## src/rtl/pc_fetch_pkg.sv

```systemverilog
// pc_fetch_pkg: shared widths, FSM state encoding and PC-select codes for the fetch stage.
package pc_fetch_pkg;
   localparam int PC_W    = 5;
   localparam int INSTR_W = 32;
   localparam int WAIT_W  = 8;

   typedef enum logic [1:0] {
      IDLE  = 2'd0,
      FETCH = 2'd1,
      VALID = 2'd2
   } state_t;

   typedef enum logic [1:0] {
      PCSEL_PC4   = 2'b00,
      PCSEL_CONST = 2'b01,
      PCSEL_REG   = 2'b10
   } pcsel_t;

   function automatic logic [PC_W-1:0] align_pc(input logic [PC_W-1:0] p);
      return {p[PC_W-1:2], 2'b00};
   endfunction
endpackage

```

## src/rtl/pc_fetch_if.sv

```systemverilog
// pc_fetch_if: instruction-memory bus plus decode handshake.
//   master (fetch stage): drives imem_addr/imem_req/instr/instr_valid, takes imem_ack/imem_rdata/instr_ready
//   slave  (memory+decode): the mirror image
interface pc_fetch_if;
   import pc_fetch_pkg::*;
   logic [PC_W-1:0]    imem_addr;
   logic               imem_req;
   logic               imem_ack;
   logic [INSTR_W-1:0] imem_rdata;
   logic [INSTR_W-1:0] instr;
   logic               instr_valid;
   logic               instr_ready;
   modport master (
      output imem_addr, imem_req, instr, instr_valid,
      input  imem_ack, imem_rdata, instr_ready
   );
   modport slave (
      input  imem_addr, imem_req, instr, instr_valid,
      output imem_ack, imem_rdata, instr_ready
   );
endinterface

```

## src/rtl/pc_fetch_timer.sv

```systemverilog
// fetch_timer: counts FETCH cycles without ack and flags a timeout.
//   clk, rst : clock, synchronous active-high reset
//   active   : FSM is in FETCH (counter held at 0 otherwise, so it is clear on FETCH entry)
//   ack      : memory acknowledged this cycle
//   expired  : TIMEOUT-th consecutive cycle without ack; counter restarts
module fetch_timer
   import pc_fetch_pkg::*;
#(
   parameter int TIMEOUT = 15
) (
   input  logic clk,
   input  logic rst,
   input  logic active,
   input  logic ack,
   output logic expired
);
   logic [WAIT_W-1:0] cnt_q, cnt_d;

   // The compare uses TIMEOUT-1 so the cycle that would bring the count to
   // TIMEOUT is the one that fires; an ack in that same cycle wins.
   always_comb begin
      expired = active && !ack && (cnt_q == WAIT_W'(TIMEOUT - 1));
      cnt_d   = (!active || ack || expired) ? '0 : cnt_q + 1'b1;
   end

   always_ff @(posedge clk) begin
      if (rst) cnt_q <= '0;
      else     cnt_q <= cnt_d;
   end
endmodule

```

## src/rtl/pc_fetch.sv

```systemverilog
// pc_fetch: PC register, instruction fetch FSM (IDLE/FETCH/VALID) and decode handoff.
//   clk, rst      : clock, synchronous active-high reset
//   pc_from_pcsel : next PC from the PC-select mux, loaded (word-aligned) on the decode handshake
//   const_off     : two's-complement branch offset
//   pc, pc_plus_4, pc_const : current PC and the two adder results (carry dropped)
//   bus           : instruction-memory request/ack and decode valid/ready
//   fetch_err     : sticky, a fetch timed out
//   misalign_err  : sticky, a non-word-aligned next PC was loaded
//   retired       : accepted-instruction count, wraps
module pc_fetch
   import pc_fetch_pkg::*;
#(
   parameter logic [PC_W-1:0] RESET_PC = 5'd0,
   parameter int              TIMEOUT  = 15
) (
   input  logic            clk,
   input  logic            rst,
   input  logic [PC_W-1:0] pc_from_pcsel,
   input  logic [PC_W-1:0] const_off,
   output logic [PC_W-1:0] pc,
   output logic [PC_W-1:0] pc_plus_4,
   output logic [PC_W-1:0] pc_const,
   pc_fetch_if.master      bus,
   output logic            fetch_err,
   output logic            misalign_err,
   output logic [15:0]     retired
);
   state_t             state_q, state_d;
   logic [PC_W-1:0]    pc_q, pc_d;
   logic [INSTR_W-1:0] instr_q, instr_d;
   logic               fetch_err_q, fetch_err_d;
   logic               misalign_err_q, misalign_err_d;
   logic [15:0]        retired_q, retired_d;
   logic               in_fetch, got_ack, handshake, expired;

   fetch_timer #(.TIMEOUT(TIMEOUT)) u_timer (
      .clk     (clk),
      .rst     (rst),
      .active  (in_fetch),
      .ack     (bus.imem_ack),
      .expired (expired)
   );

   always_comb begin
      in_fetch       = state_q == FETCH;
      got_ack        = in_fetch && bus.imem_ack;
      handshake      = state_q == VALID && bus.instr_ready;
      state_d        = state_q;
      pc_d           = pc_q;
      instr_d        = instr_q;
      fetch_err_d    = fetch_err_q | expired;
      misalign_err_d = misalign_err_q;
      retired_d      = retired_q;
      unique case (state_q)
         IDLE:    state_d = FETCH;
         FETCH:   state_d = got_ack ? VALID : FETCH;
         VALID:   state_d = handshake ? FETCH : VALID;
         default: state_d = IDLE;
      endcase
      if (got_ack) instr_d = bus.imem_rdata;
      if (handshake) begin
         pc_d           = align_pc(pc_from_pcsel);
         misalign_err_d = misalign_err_q | (pc_from_pcsel[1:0] != 2'b00);
         retired_d      = retired_q + 16'd1;
      end
   end

   always_ff @(posedge clk) begin
      if (rst) begin
         state_q        <= IDLE;
         pc_q           <= RESET_PC;
         instr_q        <= '0;
         fetch_err_q    <= 1'b0;
         misalign_err_q <= 1'b0;
         retired_q      <= '0;
      end else begin
         state_q        <= state_d;
         pc_q           <= pc_d;
         instr_q        <= instr_d;
         fetch_err_q    <= fetch_err_d;
         misalign_err_q <= misalign_err_d;
         retired_q      <= retired_d;
      end
   end

   assign pc              = pc_q;
   assign pc_plus_4       = pc_q + 5'd4;
   assign pc_const        = pc_q + const_off;
   assign bus.imem_addr   = pc_q;
   assign bus.imem_req    = in_fetch;
   assign bus.instr       = instr_q;
   assign bus.instr_valid = state_q == VALID;
   assign fetch_err       = fetch_err_q;
   assign misalign_err    = misalign_err_q;
   assign retired         = retired_q;
endmodule

```

## src/flat_wrapper.sv

```systemverilog
// flat-port wrapper written by rule: the top's interface ports become plain ports
module pc_fetch_flat import pc_fetch_pkg::*;
#(
   parameter logic [PC_W-1:0] RESET_PC = 5'd0,
   parameter int              TIMEOUT  = 15
)
  (clk, rst, pc_from_pcsel, const_off, pc, pc_plus_4, pc_const, fetch_err, misalign_err, retired, bus_imem_addr, bus_imem_req, bus_instr, bus_instr_valid, bus_imem_ack, bus_imem_rdata, bus_instr_ready);
  pc_fetch_if bus_i ();
  input  logic clk;
  input  logic rst;
  input  logic [PC_W-1:0] pc_from_pcsel;
  input  logic [PC_W-1:0] const_off;
  output logic [PC_W-1:0] pc;
  output logic [PC_W-1:0] pc_plus_4;
  output logic [PC_W-1:0] pc_const;
  output logic fetch_err;
  output logic misalign_err;
  output logic [15:0] retired;
  output wire logic [$bits(bus_i.imem_addr)-1:0] bus_imem_addr;
  output wire logic [$bits(bus_i.imem_req)-1:0] bus_imem_req;
  output wire logic [$bits(bus_i.instr)-1:0] bus_instr;
  output wire logic [$bits(bus_i.instr_valid)-1:0] bus_instr_valid;
  input wire logic [$bits(bus_i.imem_ack)-1:0] bus_imem_ack;
  input wire logic [$bits(bus_i.imem_rdata)-1:0] bus_imem_rdata;
  input wire logic [$bits(bus_i.instr_ready)-1:0] bus_instr_ready;
  assign bus_imem_addr = bus_i.imem_addr;
  assign bus_imem_req = bus_i.imem_req;
  assign bus_instr = bus_i.instr;
  assign bus_instr_valid = bus_i.instr_valid;
  assign bus_i.imem_ack = bus_imem_ack;
  assign bus_i.imem_rdata = bus_imem_rdata;
  assign bus_i.instr_ready = bus_instr_ready;
  pc_fetch #(.RESET_PC(RESET_PC), .TIMEOUT(TIMEOUT)) u_core (.clk(clk), .rst(rst), .pc_from_pcsel(pc_from_pcsel), .const_off(const_off), .pc(pc), .pc_plus_4(pc_plus_4), .pc_const(pc_const), .bus(bus_i), .fetch_err(fetch_err), .misalign_err(misalign_err), .retired(retired));
endmodule
```

## config.mk

```make
export PLATFORM = sky130hd
export DESIGN_NAME = pc_fetch_flat
export DESIGN_NICKNAME = d
export VERILOG_FILES = /design/src/rtl/pc_fetch_pkg.sv /design/src/rtl/pc_fetch_if.sv /design/src/rtl/pc_fetch_timer.sv /design/src/rtl/pc_fetch.sv /design/src/flat_wrapper.sv
export SDC_FILE = /design/constraint.sdc
export NUM_CORES = 1
export LEC_CHECK = 0
export CORE_MARGIN = 8
export CORE_UTILIZATION = 45
export DETAILED_ROUTE_END_ITERATION = 8
export MAX_ROUTING_LAYER = met4
export PLACE_DENSITY = 0.95
export SYNTH_ARGS = -nofsm -noshare
export SYNTH_HDL_FRONTEND = slang
export SYNTH_HIERARCHICAL = 1
export SYNTH_SLANG_ARGS = --single-unit
```

## constraint.sdc

```tcl
create_clock -name clk -period 4.8 [get_ports clk]
set_input_delay 0.96 -clock clk [delete_from_list [all_inputs] [get_ports clk]]
set_output_delay 0.96 -clock clk [all_outputs]
set_load 0.02 [all_outputs]
```

* Word-level counts from Yosys, hierarchy flattened
Index checks and enable logic that the tools add are counted.
** Storage, ports and cells
- Bits of input ports :: 46
- Register bits after elaboration :: 63
- Output and inout bits :: 72
- Word-level logic and storage cells :: 30
** Cells by class
- Equality and inequality tests :: 3
- Multiplexer cells :: 3
- Bitwise operators :: 2
- Add/subtract/negate cells :: 4
- Reductions and logical operators :: 11
** Operator list (number)
- 16-bit by 1-bit adder with 16-bit output (second input constant) :: 1
- 8-bit by 1-bit adder with 8-bit output (second input constant) :: 1
- 8-bit by 4-bit equality test with 1-bit output (second input constant) :: 1
- 2-bit one-hot mux with 3 select lines :: 1
- 5-bit by 3-bit adder with 5-bit output (second input constant) :: 1
- 5-bit adder :: 1
- 1-bit logical AND :: 4
- 2-bit 2-to-1 mux :: 2
- 2-bit by 1-bit equality test with 1-bit output (second input constant) :: 1
- 2-bit equality test (second input constant) :: 1
- 1-bit zero test :: 2
- 2-bit zero test :: 1
- 1-bit logical OR :: 2
- 1-bit OR :: 2
- 2-bit nonzero test :: 1
- 2-bit OR reduction :: 1

* Logic depth before layout (Yosys ltp)
- Depth after elaboration :: 5
- Depth in mapped cells :: 6
- Depth with buffers taken out :: 6

* Modules after synthesis
Netlist, hierarchy kept.
** Modules (own cells, without submodules)
- pc_fetch :: instances 1, seq. area each 1101.1 sq um, area each 2253.4 sq um, cells an instance 275
- fetch_timer :: instances 1, seq. area each 160.2 sq um, area each 361.6 sq um, cells an instance 40

* Worst setup path after synthesis
OpenSTA, ideal clock, no wires.
- Path type :: input -> output
- Start point :: in const_off[2]
- End point :: out pc_const[4]
- Path buffers :: 0
- Path slack :: 1.797 ns
- Data required time :: 3.840 ns
- Data arrival time :: 2.043 ns
- Cell stages on the path :: 4
- Path through :: ha_1 -> fa_1 -> xnor2_1 -> xnor2_1
** On the way
- Longest elaborated chain between the ends :: 1
** RTL lines
- start, declared :: line flat_wrapper.sv:12 : input logic [PC_W-1:0] const_off;
- 5-bit adder :: line pc_fetch.sv:88 : assign pc_const = pc_q + const_off;
- end, declared :: line flat_wrapper.sv:15 : output logic [PC_W-1:0] pc_const;
No other way between the ends.

* Final worst setup path
Same ends and word-level chain as after synthesis.

==> results.cfg <==
[timing]
fin_setup_tns_ps = 0
min_period_over_period_pct = 80.6
worst_slew_pin_slew_ps = 1220
worst_hold_slack_ps = 451
slew_viol_final = 0
max_slew_margin_pct = 18.8
rsz0062_at_grt = no
setup_viol = 0
period_needed_ps = 3870
finalClockSkew_ps = 7.54
clock.fmax_mhz = 258
hold_violations = 0

[yosys]
synth_top_area_share_pct = 48.2
synth_area_leaders = dfxtp_1 48%, nand2_1 11%, a21oi_1 9.4%, buf_4 3.2%, xnor2_1 3.0%
synth-main-ff-cell = dfxtp_1
yosysSeqAreaShare_pct = 48.2
yosys.area.top_type = dfxtp_1
netlist_area_sq_um = 2620
ys_async_sr_fraction_pct = 0
synthTopCellsByCount = 77 x nand2_1, 63 x dfxtp_1, 49 x a21oi_1, 20 x nor2_1, 15 x clkbuf_1
synth_seq_cells = 63
synth-edff-count = 0
yosysUniqueCellTypes = 37
yosysMostFrequentCell = nand2_1
syn_area_per_cell_sq_um = 8.30
ys_warn_count = 6
syn_inst = 315

[floorplanning]
die-area_sq_um = 8510
initial_core_util_pct = 46.9
rows = 27
die_w_um = 92.2
ios = 118
core-area_sq_um = 5570
die_h_um = 92.2

[setup_path]
crit_path_end_kind = output pin
reg2reg_slack_ps = 2810
worstSetupPathType = in2out
endpoint = pc_const[4]
worst_r2r_endpoint = u_core/retired[13]$_SDFFE_PP0P_
crit_arrival_ps = 2910
cp-start-kind = input port
crit_fanout = 1
r2r_start = u_core/retired[2]$_SDFFE_PP0P_
rr_worst_depth = 4
cp.required_ps = 3840
cp-startpoint = const_off[2]

[clocking]
post_cts_resized = 0
cts.clk_slew.worst_paths_ps = 70
clock_sinks = 63
hold_buffers = 0
cts_inserted_buffers = 9
tritoncts = built
cts_max_level = 3
cts_setup_buffers = 0
clockBufferDepth = 2
cts_root_buffer = clkbuf_8
worstSkewPairLatency_ps = 330

[cells_and_area]
post-route-cell-area_sq_um = 3870
instances_no_fill = 489
fin_nets = 465
n_fill_cell = 406
seq_area_sq_um = 1260
drive_above_1_share_pct = 6.95
multiInputGateArea_sq_um = 1210
syn2layout_area_growth_pct = 48.1
antenna_cells = 0

[route]
drc = 0
drt-initial-drc-count = 85
via_per_inst = 5.01
routed_wl_mm = 7.20
ant_nets = 0
wl_per_cell_um = 14.7
vias = 2450
first_pass_iters = 4

[placement]
place_area_sq_um = 3660
io_buffer_count = 107
gp_congestion = 0.733
placed_cells = 474
dp_hpwl_mm = 5.30

[power_and_ir_drop]
vdd_ir_drop_max_mv = 0.261
p_leak_uw = 0.00137
power_density_nw_per_um2 = 307

[hold_path]
hold_path.class = reg2reg

[grt]
grt_max_degree = 58
antenna_found_initial = 0
grt_pass1_vias = 2502
grt_pass1_wl_mm = 11.6
grt_usage_pct = 17.4
grt_overflow_total = 0

[run]
maxCapViolCount = 0

[status]
status = completed
registers in the layout, summed over array words and instances (netlist names):
| signal | flops |
|---|---|
| u_core/bus.imem_addr | 3 |
| u_core/bus.instr | 32 |
| u_core/fetch_err | 1 |
| u_core/misalign_err | 1 |
| u_core/retired | 16 |
| u_core/state_q | 2 |
| u_core/u_timer/cnt_q | 8 |
per-layer routing:
layer,global-route usage [%],part of all wire (%),vias to the layer above
met5,-,0,-
met1,18.4,40,1116
li1,-,-,1224
met4,5.91,1.3,0
met3,6.93,9.1,10
met2,28.8,49,100
worst min-delay path by stage:
| stage | from | endpoint | slack, ps | cells past startpoint |
|---|---|---|---|---|
| 2_1_floorplan | u_core/u_timer/cnt_q[0]$_SDFF_PP0_ | u_core/u_timer/cnt_q[0]$_SDFF_PP0_ | 430 | 1 |
| 3_3_place_gp | u_core/misalign_err$_SDFFE_PP0P_ | u_core/misalign_err$_SDFFE_PP0P_ | 430 | 2 |
| 3_5_place_dp | u_core/misalign_err$_SDFFE_PP0P_ | u_core/misalign_err$_SDFFE_PP0P_ | 440 | 2 |
| 4_1_cts | u_core/bus.instr[2]$_SDFFE_PP0P_ | u_core/bus.instr[2]$_SDFFE_PP0P_ | 450 | 2 |
| 5_1_grt | u_core/bus.instr[26]$_SDFFE_PP0P_ | u_core/bus.instr[26]$_SDFFE_PP0P_ | 470 | 2 |
| 6_report | u_core/misalign_err$_SDFFE_PP0P_ | u_core/misalign_err$_SDFFE_PP0P_ | 450 | 2 |
per-stage QoR:
step                      util [%]  setup slack [ps]  total power, uW
after floorplan                  -              1800              634
after global placement        65.7               949              705
after detailed placement      65.7               916              709
after CTS                     69.5               911             1200
after global routing          69.5               800             1240
final                         69.5               930             1190
layout by cell type (no fill, tap or decap), drive strengths merged, types with 3 or more instances in the layout:
cell,synthesis,routed
a21oi,49,49
clkbuf,15,11
clkdlybuf4s50,0,106
conb,1,6
dfxtp,63,63
ha,5,5
inv,7,7
nand2,77,77
nand3,8,8
nand4,5,5
nor2,20,20
nor3,3,3
nor4,3,3
o21ai,8,8
or3,6,6
or4,3,3
xnor2,9,9
xor2,6,6
cells by family (layout without fill, tap and decap cells):
group                    Yosys count  in the layout  share of synthesized area [%]
AND/OR/NAND/NOR                  137            137                           24.9
buffers and inverters             33            130                           6.32
XOR/XNOR                          15             15                           5.02
flip-flops                        63             63                           48.2
AO/OA/AOI/OAI                     60             60                           12.2
other                              1              6                          0.143
adder cells (fa/ha/maj)            6              6                           3.16
final cells by class:
class                           count  area share, %
Clock inverter                      4           1.81
Timing Repair Buffer              108           27.7
Multi-Input combinational cell    224           31.2
Tap cell                           72           2.33
Inverter                            7          0.679
Sequential cell                    63           32.6
Clock buffer                       11           3.65
worst max-delay path, stage by stage:
cell and delay [ps]:
clkdlybuf4s50_1 410, ha_1 210, fa_1 380, xnor2_1 210
xnor2_1 130, clkdlybuf4s50_1 620
where the power goes:
group	switching [uW]	internal (uW)
Sequential	9.96	539
Clock	191	302
Combinational	73.7	74.2
(Power assumes the default switching activity.)
